--- config.mk ---
export PLATFORM = sky130hd
export DESIGN_NAME = mem_access_ctrl
export DESIGN_NICKNAME = d
export VERILOG_FILES = /design/src/rtl/mem_access_ctrl_pkg.sv /design/src/rtl/mem_access_ctrl_load_align.sv /design/src/rtl/mem_access_ctrl.sv
export SDC_FILE = /design/constraint.sdc
export NUM_CORES = 1
export LEC_CHECK = 0
export CORE_MARGIN = 2
export CORE_UTILIZATION = 45
export CTS_BUF_LIST = sky130_fd_sc_hd__clkbuf_8
export DETAILED_ROUTE_END_ITERATION = 8
export GPL_TIMING_DRIVEN = 0
export PLACE_DENSITY = 0.87
export SETUP_SLACK_MARGIN = 0.05
export SKIP_LAST_GASP = 1
export SYNTH_ARGS = -nofsm -noshare
export SYNTH_HDL_FRONTEND = slang
export SYNTH_SLANG_ARGS = --single-unit
--- constraint.sdc ---
create_clock -name clk -period 5 [get_ports clk]
set_input_delay 1.25 -clock clk [delete_from_list [all_inputs] [get_ports clk]]
set_output_delay 1.25 -clock clk [all_outputs]
set_load 0.01 [all_outputs]
--- src/rtl/mem_access_ctrl_pkg.sv ---
// Shared definitions for the memory access controller: bus widths, size and
// state encodings, timeout default, and alignment/store-format helpers.
package mem_access_ctrl_pkg;

    localparam int WORD_WIDTH      = 32;
    localparam int ADDR_WIDTH      = 32;
    localparam int TIMEOUT_DEFAULT = 64;

    typedef enum logic [1:0] {
        SIZE_BYTE = 2'b00,
        SIZE_HALF = 2'b01,
        SIZE_WORD = 2'b10,
        SIZE_RSVD = 2'b11
    } mem_size_e;

    typedef enum logic [1:0] {
        ST_IDLE = 2'b00,
        ST_BUSY = 2'b01,
        ST_DONE = 2'b10
    } state_e;

    // Natural alignment: bytes anywhere, halves on even, words on 4-byte.
    function automatic logic is_aligned(input mem_size_e size, input logic [1:0] addr_lo);
        logic ok;
        case (size)
            SIZE_BYTE: ok = 1'b1;
            SIZE_HALF: ok = (addr_lo[0] == 1'b0);
            SIZE_WORD: ok = (addr_lo == 2'b00);
            default:   ok = 1'b0;
        endcase
        return ok;
    endfunction

    // Byte enables for a store of the given size at the given byte offset.
    function automatic logic [3:0] store_be(input mem_size_e size, input logic [1:0] addr_lo);
        logic [3:0] be;
        case (size)
            SIZE_BYTE: be = 4'b0001 << addr_lo;
            SIZE_HALF: begin
                if (addr_lo[1]) begin
                    be = 4'b1100;
                end else begin
                    be = 4'b0011;
                end
            end
            SIZE_WORD: be = 4'b1111;
            default:   be = 4'b0000;
        endcase
        return be;
    endfunction

    // Replicate sub-word store data across every lane so byte enables pick it.
    function automatic logic [WORD_WIDTH-1:0] store_data(input mem_size_e size,
                                                         input logic [WORD_WIDTH-1:0] wdata);
        logic [WORD_WIDTH-1:0] d;
        case (size)
            SIZE_BYTE: d = {4{wdata[7:0]}};
            SIZE_HALF: d = {2{wdata[15:0]}};
            default:   d = wdata;
        endcase
        return d;
    endfunction

endpackage

--- src/rtl/mem_access_ctrl_load_align.sv ---
// Load formatter: picks the addressed byte/half out of a DRAM word and
// sign- or zero-extends it to a full word. Purely combinational.
module load_align
    import mem_access_ctrl_pkg::*;
(
    input  logic [WORD_WIDTH-1:0] rdata,
    input  logic [1:0]            addr,
    input  mem_size_e             size,
    input  logic                  sign,
    output logic [WORD_WIDTH-1:0] word
);

    logic [7:0]  byte_s;
    logic [15:0] half_s;

    // Select the byte lane addressed by the low address bits.
    always_comb begin
        byte_s = 8'h00;
        case (addr)
            2'b00:   byte_s = rdata[7:0];
            2'b01:   byte_s = rdata[15:8];
            2'b10:   byte_s = rdata[23:16];
            2'b11:   byte_s = rdata[31:24];
            default: byte_s = 8'h00;
        endcase
    end

    // Select the half lane; addr[0] is guaranteed zero for legal halves.
    always_comb begin
        half_s = 16'h0000;
        if (addr[1]) begin
            half_s = rdata[31:16];
        end else begin
            half_s = rdata[15:0];
        end
    end

    // Extend the selected lane to a full word.
    always_comb begin
        word = '0;
        case (size)
            SIZE_BYTE: word = {{24{sign & byte_s[7]}}, byte_s};
            SIZE_HALF: word = {{16{sign & half_s[15]}}, half_s};
            SIZE_WORD: word = rdata;
            default:   word = '0;
        endcase
    end

endmodule

--- src/rtl/mem_access_ctrl.sv ---
// MEM-stage memory access controller: turns EX/MEM load/store requests into a
// single held DRAM transaction, stalls the pipeline while it is outstanding,
// formats load data, and flags misaligned accesses and DRAM timeouts.
module mem_access_ctrl
    import mem_access_ctrl_pkg::*;
#(
    parameter int TIMEOUT_CYCLES = TIMEOUT_DEFAULT
) (
    input  logic                  clk,
    input  logic                  rst,
    input  logic                  ex_mem_re,
    input  logic                  ex_mem_we,
    input  logic [ADDR_WIDTH-1:0] ex_mem_addr,
    input  logic [WORD_WIDTH-1:0] ex_mem_wdata,
    input  logic [1:0]            ex_mem_size,
    input  logic                  ex_mem_sign,
    output logic                  dram_req,
    output logic                  dram_we,
    output logic [ADDR_WIDTH-1:0] dram_addr,
    output logic [WORD_WIDTH-1:0] dram_wdata,
    output logic [3:0]            dram_be,
    input  logic [WORD_WIDTH-1:0] dram_rdata,
    input  logic                  dram_ack,
    output logic [WORD_WIDTH-1:0] mem_data,
    output logic                  mem_stall,
    output logic                  mem_misalign,
    output logic                  mem_fault
);

    localparam int CNT_W = (TIMEOUT_CYCLES > 1) ? $clog2(TIMEOUT_CYCLES) : 1;

    state_e                state_r;
    state_e                state_nxt_s;
    mem_size_e             size_s;
    logic                  req_s;
    logic                  legal_s;
    logic                  timeout_s;
    logic [CNT_W-1:0]      cnt_r;
    logic [1:0]            ld_addr_lo_r;
    mem_size_e             ld_size_r;
    logic                  ld_sign_r;
    logic                  ld_is_load_r;
    logic [WORD_WIDTH-1:0] align_word_s;

    assign size_s    = mem_size_e'(ex_mem_size);
    assign req_s     = ex_mem_re | ex_mem_we;
    assign legal_s   = is_aligned(size_s, ex_mem_addr[1:0]);
    assign timeout_s = (cnt_r == CNT_W'(TIMEOUT_CYCLES - 1));

    load_align u_load_align (
        .rdata (dram_rdata),
        .addr  (ld_addr_lo_r),
        .size  (ld_size_r),
        .sign  (ld_sign_r),
        .word  (align_word_s)
    );

    // State register.
    always_ff @(posedge clk or posedge rst) begin
        if (rst) begin
            state_r <= ST_IDLE;
        end else begin
            state_r <= state_nxt_s;
        end
    end

    // Next-state logic; an ack in the timeout cycle still counts as success.
    always_comb begin
        state_nxt_s = state_r;
        case (state_r)
            ST_IDLE: begin
                if (req_s && legal_s) begin
                    state_nxt_s = ST_BUSY;
                end else begin
                    state_nxt_s = ST_IDLE;
                end
            end
            ST_BUSY: begin
                if (dram_ack || timeout_s) begin
                    state_nxt_s = ST_DONE;
                end else begin
                    state_nxt_s = ST_BUSY;
                end
            end
            ST_DONE: state_nxt_s = ST_IDLE;
            default: state_nxt_s = ST_IDLE;
        endcase
    end

    // Pipeline stall: raised as soon as a legal request shows up, held while busy.
    always_comb begin
        mem_stall = 1'b0;
        case (state_r)
            ST_IDLE: mem_stall = req_s & legal_s;
            ST_BUSY: mem_stall = 1'b1;
            ST_DONE: mem_stall = 1'b0;
            default: mem_stall = 1'b0;
        endcase
    end

    // Registered DRAM command, load result, status pulses and busy counter.
    always_ff @(posedge clk or posedge rst) begin
        if (rst) begin
            dram_req     <= 1'b0;
            dram_we      <= 1'b0;
            dram_addr    <= '0;
            dram_wdata   <= '0;
            dram_be      <= 4'b0000;
            mem_data     <= '0;
            mem_misalign <= 1'b0;
            mem_fault    <= 1'b0;
            cnt_r        <= '0;
            ld_addr_lo_r <= 2'b00;
            ld_size_r    <= SIZE_BYTE;
            ld_sign_r    <= 1'b0;
            ld_is_load_r <= 1'b0;
        end else begin
            mem_misalign <= 1'b0;
            mem_fault    <= 1'b0;
            case (state_r)
                ST_IDLE: begin
                    if (req_s && legal_s) begin
                        // A simultaneous read and write is a store.
                        dram_req     <= 1'b1;
                        dram_we      <= ex_mem_we;
                        dram_addr    <= {ex_mem_addr[ADDR_WIDTH-1:2], 2'b00};
                        dram_wdata   <= store_data(size_s, ex_mem_wdata);
                        dram_be      <= ex_mem_we ? store_be(size_s, ex_mem_addr[1:0]) : 4'b1111;
                        cnt_r        <= '0;
                        ld_addr_lo_r <= ex_mem_addr[1:0];
                        ld_size_r    <= size_s;
                        ld_sign_r    <= ex_mem_sign;
                        ld_is_load_r <= ~ex_mem_we;
                    end else if (req_s) begin
                        mem_misalign <= 1'b1;
                        mem_data     <= '0;
                    end
                end
                ST_BUSY: begin
                    if (dram_ack) begin
                        dram_req <= 1'b0;
                        dram_we  <= 1'b0;
                        if (ld_is_load_r) begin
                            mem_data <= align_word_s;
                        end
                    end else if (timeout_s) begin
                        dram_req  <= 1'b0;
                        dram_we   <= 1'b0;
                        mem_fault <= 1'b1;
                        mem_data  <= '0;
                    end else begin
                        cnt_r <= cnt_r + CNT_W'(1);
                    end
                end
                default: begin
                    cnt_r <= '0;
                end
            endcase
        end
    end

endmodule

Yosys cells after proc, flatten, opt, wreduce, memory -nomap -nowiden
Index checks and enable logic that the tools add are counted.

word-level totals
  output and inout bits = 105
  logic and storage cells = 84
  bits in registers = 116

cells by class
  shifts and indexed selects = 1
  equality and inequality tests = 16
  reductions and logical operators = 12
  bitwise operators = 6
  add/sub/neg operators = 1
  multiplexer cells = 34

operators by type and width
  operator                                          count
  2-to-1 mux 32 bit                                 5
  one-hot mux 32 bit (2 select lines)               2
  one-hot mux 32 bit (3 select lines)               1
  one-hot mux 8 bit (4 select lines)                1
  2-to-1 mux 6 bit                                  3
  2-to-1 mux 16 bit                                 1
  one-hot mux 4 bit (3 select lines)                1
  one-hot mux 6 bit (2 select lines)                1
  2-to-1 mux 1 bit                                  11
  logical NOT 2 bit                                 5
  inequality test 2 bit (second input constant)     5
  == test 2 x 1 -> 1 bit (second input constant)    4
  == test 2 bit (second input constant)             4
  2-to-1 mux 4 bit                                  2
  adder 6 x 1 -> 6 bit (second input constant)      1
  == test 6 bit (second input constant)             1
  inequality test 3 bit (second input constant)     2
  one-hot mux 1 bit (2 select lines)                3
  AND reduction 3 bit                               2
  AND reduction 5 bit                               1
  one-hot mux 2 bit (2 select lines)                1
  left shift 1 x 2 -> 4 bit (first input constant)  1
  AND 1 bit                                         3
  one-hot mux 1 bit (3 select lines)                1
  7 further kinds                                   8

Logic depth before layout (Yosys ltp)
  word-level depth = 7
  depth in mapped cells = 7
  gate-level depth less buffers = 5

Modules after synthesis
A second synthesis with hierarchy kept.

second synthesis, totals
  cells, all modules = 598
  area, all modules = 5759.3 µm²

by module, submodules not included
  module           sequential area each (µm²)  area each (µm²)  instances  cells each
  mem_access_ctrl  2902.8                      4793.3           1          474
  load_align       0.0                         965.9            1          124

Least setup slack after synthesis
Ideal clock, no wire load.

  path type = input to output
  from = input ex_mem_size[0]
  to = output mem_stall
  data required time = 3.750 ns
  buffers on the path = 3
  setup slack = 1.521 ns
  cell stages on the path = 6
  arrival time = 2.229 ns
  cells stage by stage = buf_2 > nor3_4 > o211ai_2 > buf_2 > buf_2 > nand2_1

between the ends
  word-level cells in the longest chain between the ends = 4
  elaborated cells between the ends (all ways) = 6
  those cells by class = eq/ne (2); mux (2); bitwise (1); reduce/logical (1)

RTL lines
  element                                      RTL line                   RTL
  start, declared                              mem_access_ctrl.sv:15      input logic [1:0] ex_mem_size,
  == test 2 bit, or another cell as far along  mem_access_ctrl_pkg.sv:25  case (size)
  one-hot mux 1 bit (3 select lines) (*)       mem_access_ctrl_pkg.sv:25
  AND 1 bit (*)                                mem_access_ctrl.sv:94      ST_IDLE: mem_stall = req_s & legal_s;
  one-hot mux 1 bit (2 select lines) (*)       mem_access_ctrl.sv:93      case (state_r)
  end, declared                                mem_access_ctrl.sv:25      output logic mem_stall,

Every way passes the cells marked *; elsewhere a longest branch is shown, timed or not.

Final worst setup path
  from = input ex_mem_addr[0]
  to = output mem_stall

between the ends
  word-level cells in the longest chain between the ends = 4
  elaborated cells between the ends (all ways) = 5
  those cells by class = mux (2); bitwise (2); reduce/logical (1)

RTL lines
  element                                         RTL line                                              RTL
  start, declared                                 mem_access_ctrl.sv:13                                 input logic [ADDR_WIDTH-1:0] ex_mem_addr,
  logical NOT 2 bit or NOT 1 bit (tied branches)  mem_access_ctrl_pkg.sv:28, mem_access_ctrl_pkg.sv:27
  one-hot mux 1 bit (3 select lines) (*)          mem_access_ctrl_pkg.sv:25
  AND 1 bit (*)                                   mem_access_ctrl.sv:94
  one-hot mux 1 bit (2 select lines) (*)          mem_access_ctrl.sv:93

Marked as above.

==> flow_summary.yaml <==
outcome:
  status: "finished, final reports clean"
routing:
  vias: 5277
  finalWirelength_mm: 17.16
  detail_route.wl_per_cell_um: 18.03
  drt-vias-per-instance: 5.543
  detail_route.iter0.violations: 398
  drc: 0
  postRouteAntennaNets: 0
  first_pass_iters: 6
floorplan:
  horizontal_extent_of_the_die_um: 114.6
  fp.coreArea_sq_mm: 0.01196
  start_util_pct: 46.01
  pin_count: 209
  placementRows: 40
  die_height_um: 114.6
  floorplan.die_area_sq_mm: 0.01313
clock_tree:
  postCtsSetupRepairBufs: 0
  cts.sinks: 116
  cts_hold_repair.buffers: 0
  cts_made_buffers: 17
  clock_root_cell: "sky130_fd_sc_hd__clkbuf_8"
  clk_transition_reported_paths_ps: 60
  worst_skew_pair.late_latency_ps: 430
  cts_max_path_buffers: 2
  tritoncts: "yes"
  htree_num_levels: 4
  cts_resized: 0
yosys:
  synth_compound_area_share_pct: 15.73
  yosys_most_used_dff: "sky130_fd_sc_hd__dfrtp_1"
  synth.yosys.warnings: 0
  synthesis.instances: 571
  mux_contribution_to_synthesized_area_pct: 9.411
  synth-edff-count: 0
  synth_simple_gate_area_share_pct: 17.44
  synth.avg_cell_area_sq_um: 9.639
  dominant_combinational_cell_family_by_area_after_synthesis: "simple AND/OR/NAND/NOR gates"
  yosysSeqAreaShare_pct: 52.74
  post_synthesis_adder_cell_area_fraction_pct: 0.2273
  async_reset_ff_share_pct: 100.0
  synth.distinct_cells: 54
  mappedNetlistArea_sq_mm: 0.005504
  synth-seq-cells: 116
  post_synth_xor_area_fraction_pct: 0.1591
critical_path:
  worstPathRequired_ps: 3750
  timing.critical_path.from_type: "primary input"
  critical_path_peak_fanout: 10
  setup.worst_path.class: "primary input to output pin"
  worst_setup_path_end_kind: "output pin"
  arrival_ps: 3520
place:
  place_worst_setup_slack_ps: 219.7
  dp_hpwl_mm: 12.75
  dpl_cell_area_sq_mm: 0.007764
  globalplace.congestion: 0.8781
  port_buffers: 204
final_layout:
  area.sequential_sq_mm: 0.002903
  nNetsFinal: 901
  n_fill_cell: 929
  share_of_cells_above_drive_strength_1_pct: 9.193
  stdcell_area_sq_mm: 0.008145
  diodes: 0
  multi_input_area_sq_mm: 0.002372
  syn2layout_area_growth_pct: 47.99
sta:
  finalWorstPathRequiredPeriod_ps: 4775
  relSlewSlack_pct: 54.20
  final_min_period_over_clock_period_pct: 95.50
  final_max_slew_viol_count: 0
  final_hold_viol_count: 0
  setup_slack_ps: 225.1
  rsz0062_at_grt: "false"
  finClkSkew_ps: 7.369
  timing.final.setup_violations: 0
  worst_pin_slew_ps: 686.9
  fmaxAchievable_mhz: 209.4
global_routing:
  first_pass_grt_wire_length_mm: 27.48
  grt_max_degree: 72
  grt.overflow.total: 0
  grt_pass1_vias: 5629
  grt_usage_pct: 26.94
  antenna_found_initial: 0
power_and_ir_drop:
  p_per_area_mw_per_mm2: 486.4
  vdd.ir_drop.worst_uv: 295.9
  leakage_uw: 0.003752
flow_run:
  cap_viol_max_count: 0
worst_hold_path:
  worstHoldPathType: "flop to flop"
worst max-delay path, stage by stage:
cell                              delay [ps]
sky130_fd_sc_hd__clkdlybuf4s50_1         660
sky130_fd_sc_hd__a21oi_2                 170
sky130_fd_sc_hd__o211ai_2                270
sky130_fd_sc_hd__buf_2                   300
sky130_fd_sc_hd__buf_2                   290
sky130_fd_sc_hd__nand2_1                  90
sky130_fd_sc_hd__clkdlybuf4s50_1         490
worst paths after layout:
kind / start / endpoint / slack, ps / depth (start not counted)
setup / recovery: ex_mem_addr[0] / mem_stall / 230 / 7
hold / removal: ld_sign_r / ld_sign_r / 470 / 2
setup reg to reg: state_r[1] / mem_data[23] / 3100 / 4
hold reg to reg: ld_sign_r / ld_sign_r / 470 / 2
max in group asynchronous: rst / mem_misalign / 3000 / 3
min in group asynchronous: rst / dram_addr[24] / 1240 / 2
power by group:
| group | switching, uW | internal (uW) |
|---|---|---|
| Clock | 354 | 494 |
| Sequential | 194 | 1250 |
| Combinational | 789 | 882 |
| Total | 1340 | 2620 |
layout make-up:
| type | instances | area share [%] |
|---|---|---|
| timing repair buffer | 205 | 25.41 |
| multi-input combinational | 408 | 29.12 |
| sequential | 116 | 35.64 |
| tap | 147 | 2.258 |
| clock buffer | 22 | 3.717 |
| buffer | 42 | 2.581 |
| clock inverter | 6 | 0.9677 |
| inverter | 6 | 0.3072 |
synth_stat cells, types with 2 or more instances:
master	instances	area [sq um]
sky130_fd_sc_hd__a31oi_1	4	25.02
sky130_fd_sc_hd__or3_1	2	12.51
sky130_fd_sc_hd__buf_1	2	7.510
sky130_fd_sc_hd__nor2b_1	6	37.54
sky130_fd_sc_hd__and2_1	2	12.51
sky130_fd_sc_hd__mux2i_1	38	380.4
sky130_fd_sc_hd__buf_6	2	22.52
sky130_fd_sc_hd__a221o_1	6	60.06
sky130_fd_sc_hd__nand2b_1	3	18.77
sky130_fd_sc_hd__o2bb2ai_1	8	70.07
sky130_fd_sc_hd__a22o_1	16	140.1
sky130_fd_sc_hd__a21oi_1	12	60.06
sky130_fd_sc_hd__a211oi_1	2	15.01
sky130_fd_sc_hd__o22ai_1	7	43.79
sky130_fd_sc_hd__o21ai_1	16	80.08
sky130_fd_sc_hd__o31ai_1	2	15.01
sky130_fd_sc_hd__clkbuf_1	14	52.55
sky130_fd_sc_hd__a221oi_1	8	70.07
sky130_fd_sc_hd__mux2_2	9	101.4
sky130_fd_sc_hd__a21oi_2	2	17.52
sky130_fd_sc_hd__a21o_1	3	22.52
sky130_fd_sc_hd__buf_2	21	105.1
sky130_fd_sc_hd__nand2_1	180	675.7
sky130_fd_sc_hd__nor2_1	20	75.07
sky130_fd_sc_hd__o21ai_0	33	165.2
sky130_fd_sc_hd__dfrtp_1	116	2903
sky130_fd_sc_hd__nand4b_1	2	17.52
sky130_fd_sc_hd__inv_1	6	22.52
sky130_fd_sc_hd__nand3_1	2	10.01
sky130_fd_sc_hd__buf_4	3	22.52
metal layers:
metal  vias up  global-route usage, %  routed length (um)
li1       2417                      -                   -
met1      2571                  31.68                6859
met2       245                  45.01                8463
met3        44                  7.676                1299
met4         0                  13.74                 541
met5         -                      0                   0
cells by family (layout without fill, tap and decap cells):
logic type	Yosys count	count (layout)
buf+inv	48	281
other cells	1	2
mux	49	49
compound gates	128	128
simple gates	227	227
flops	116	116
fa+ha+maj	1	1
xor+xnor	1	1
flip-flops by register name, indices dropped and copies added (netlist names):
signal,cells
cnt_r,6
dram_addr,30
dram_be,4
dram_req,1
dram_wdata,32
dram_we,1
ld_addr_lo_r,2
ld_is_load_r,1
ld_sign_r,1
ld_size_r,2
mem_data,32
mem_fault,1
mem_misalign,1
state_r,2
cell usage in the layout, fill, tap and decap left out, types with 14 or more instances in the layout:
cell,n
sky130_fd_sc_hd__a22o_1,16
sky130_fd_sc_hd__buf_2,21
sky130_fd_sc_hd__clkbuf_1,14
sky130_fd_sc_hd__clkbuf_8,22
sky130_fd_sc_hd__clkdlybuf4s50_1,204
sky130_fd_sc_hd__dfrtp_1,116
sky130_fd_sc_hd__mux2i_1,38
sky130_fd_sc_hd__nand2_1,180
sky130_fd_sc_hd__nor2_1,20
sky130_fd_sc_hd__o21ai_0,33
sky130_fd_sc_hd__o21ai_1,16
per-stage QoR:
step / util [%] / setup TNS, ps / hold slack [ps] / total power [uW] / instances
2_1_floorplan: - / 0 / 446.7 / 2218 / 572
5_1_grt: 68.10 / 0 / 506.3 / 4186 / 952
6_report: 68.10 / 0 / 474.8 / 3962 / 952
3_5_place_dp: 64.91 / 0 / 461.9 / 3119 / 924
4_1_cts: 68.10 / 0 / 478.7 / 3979 / 952
3_3_place_gp: 64.65 / -100580 / 457.8 / 3051 / 923
(Power assumes the default switching activity.)
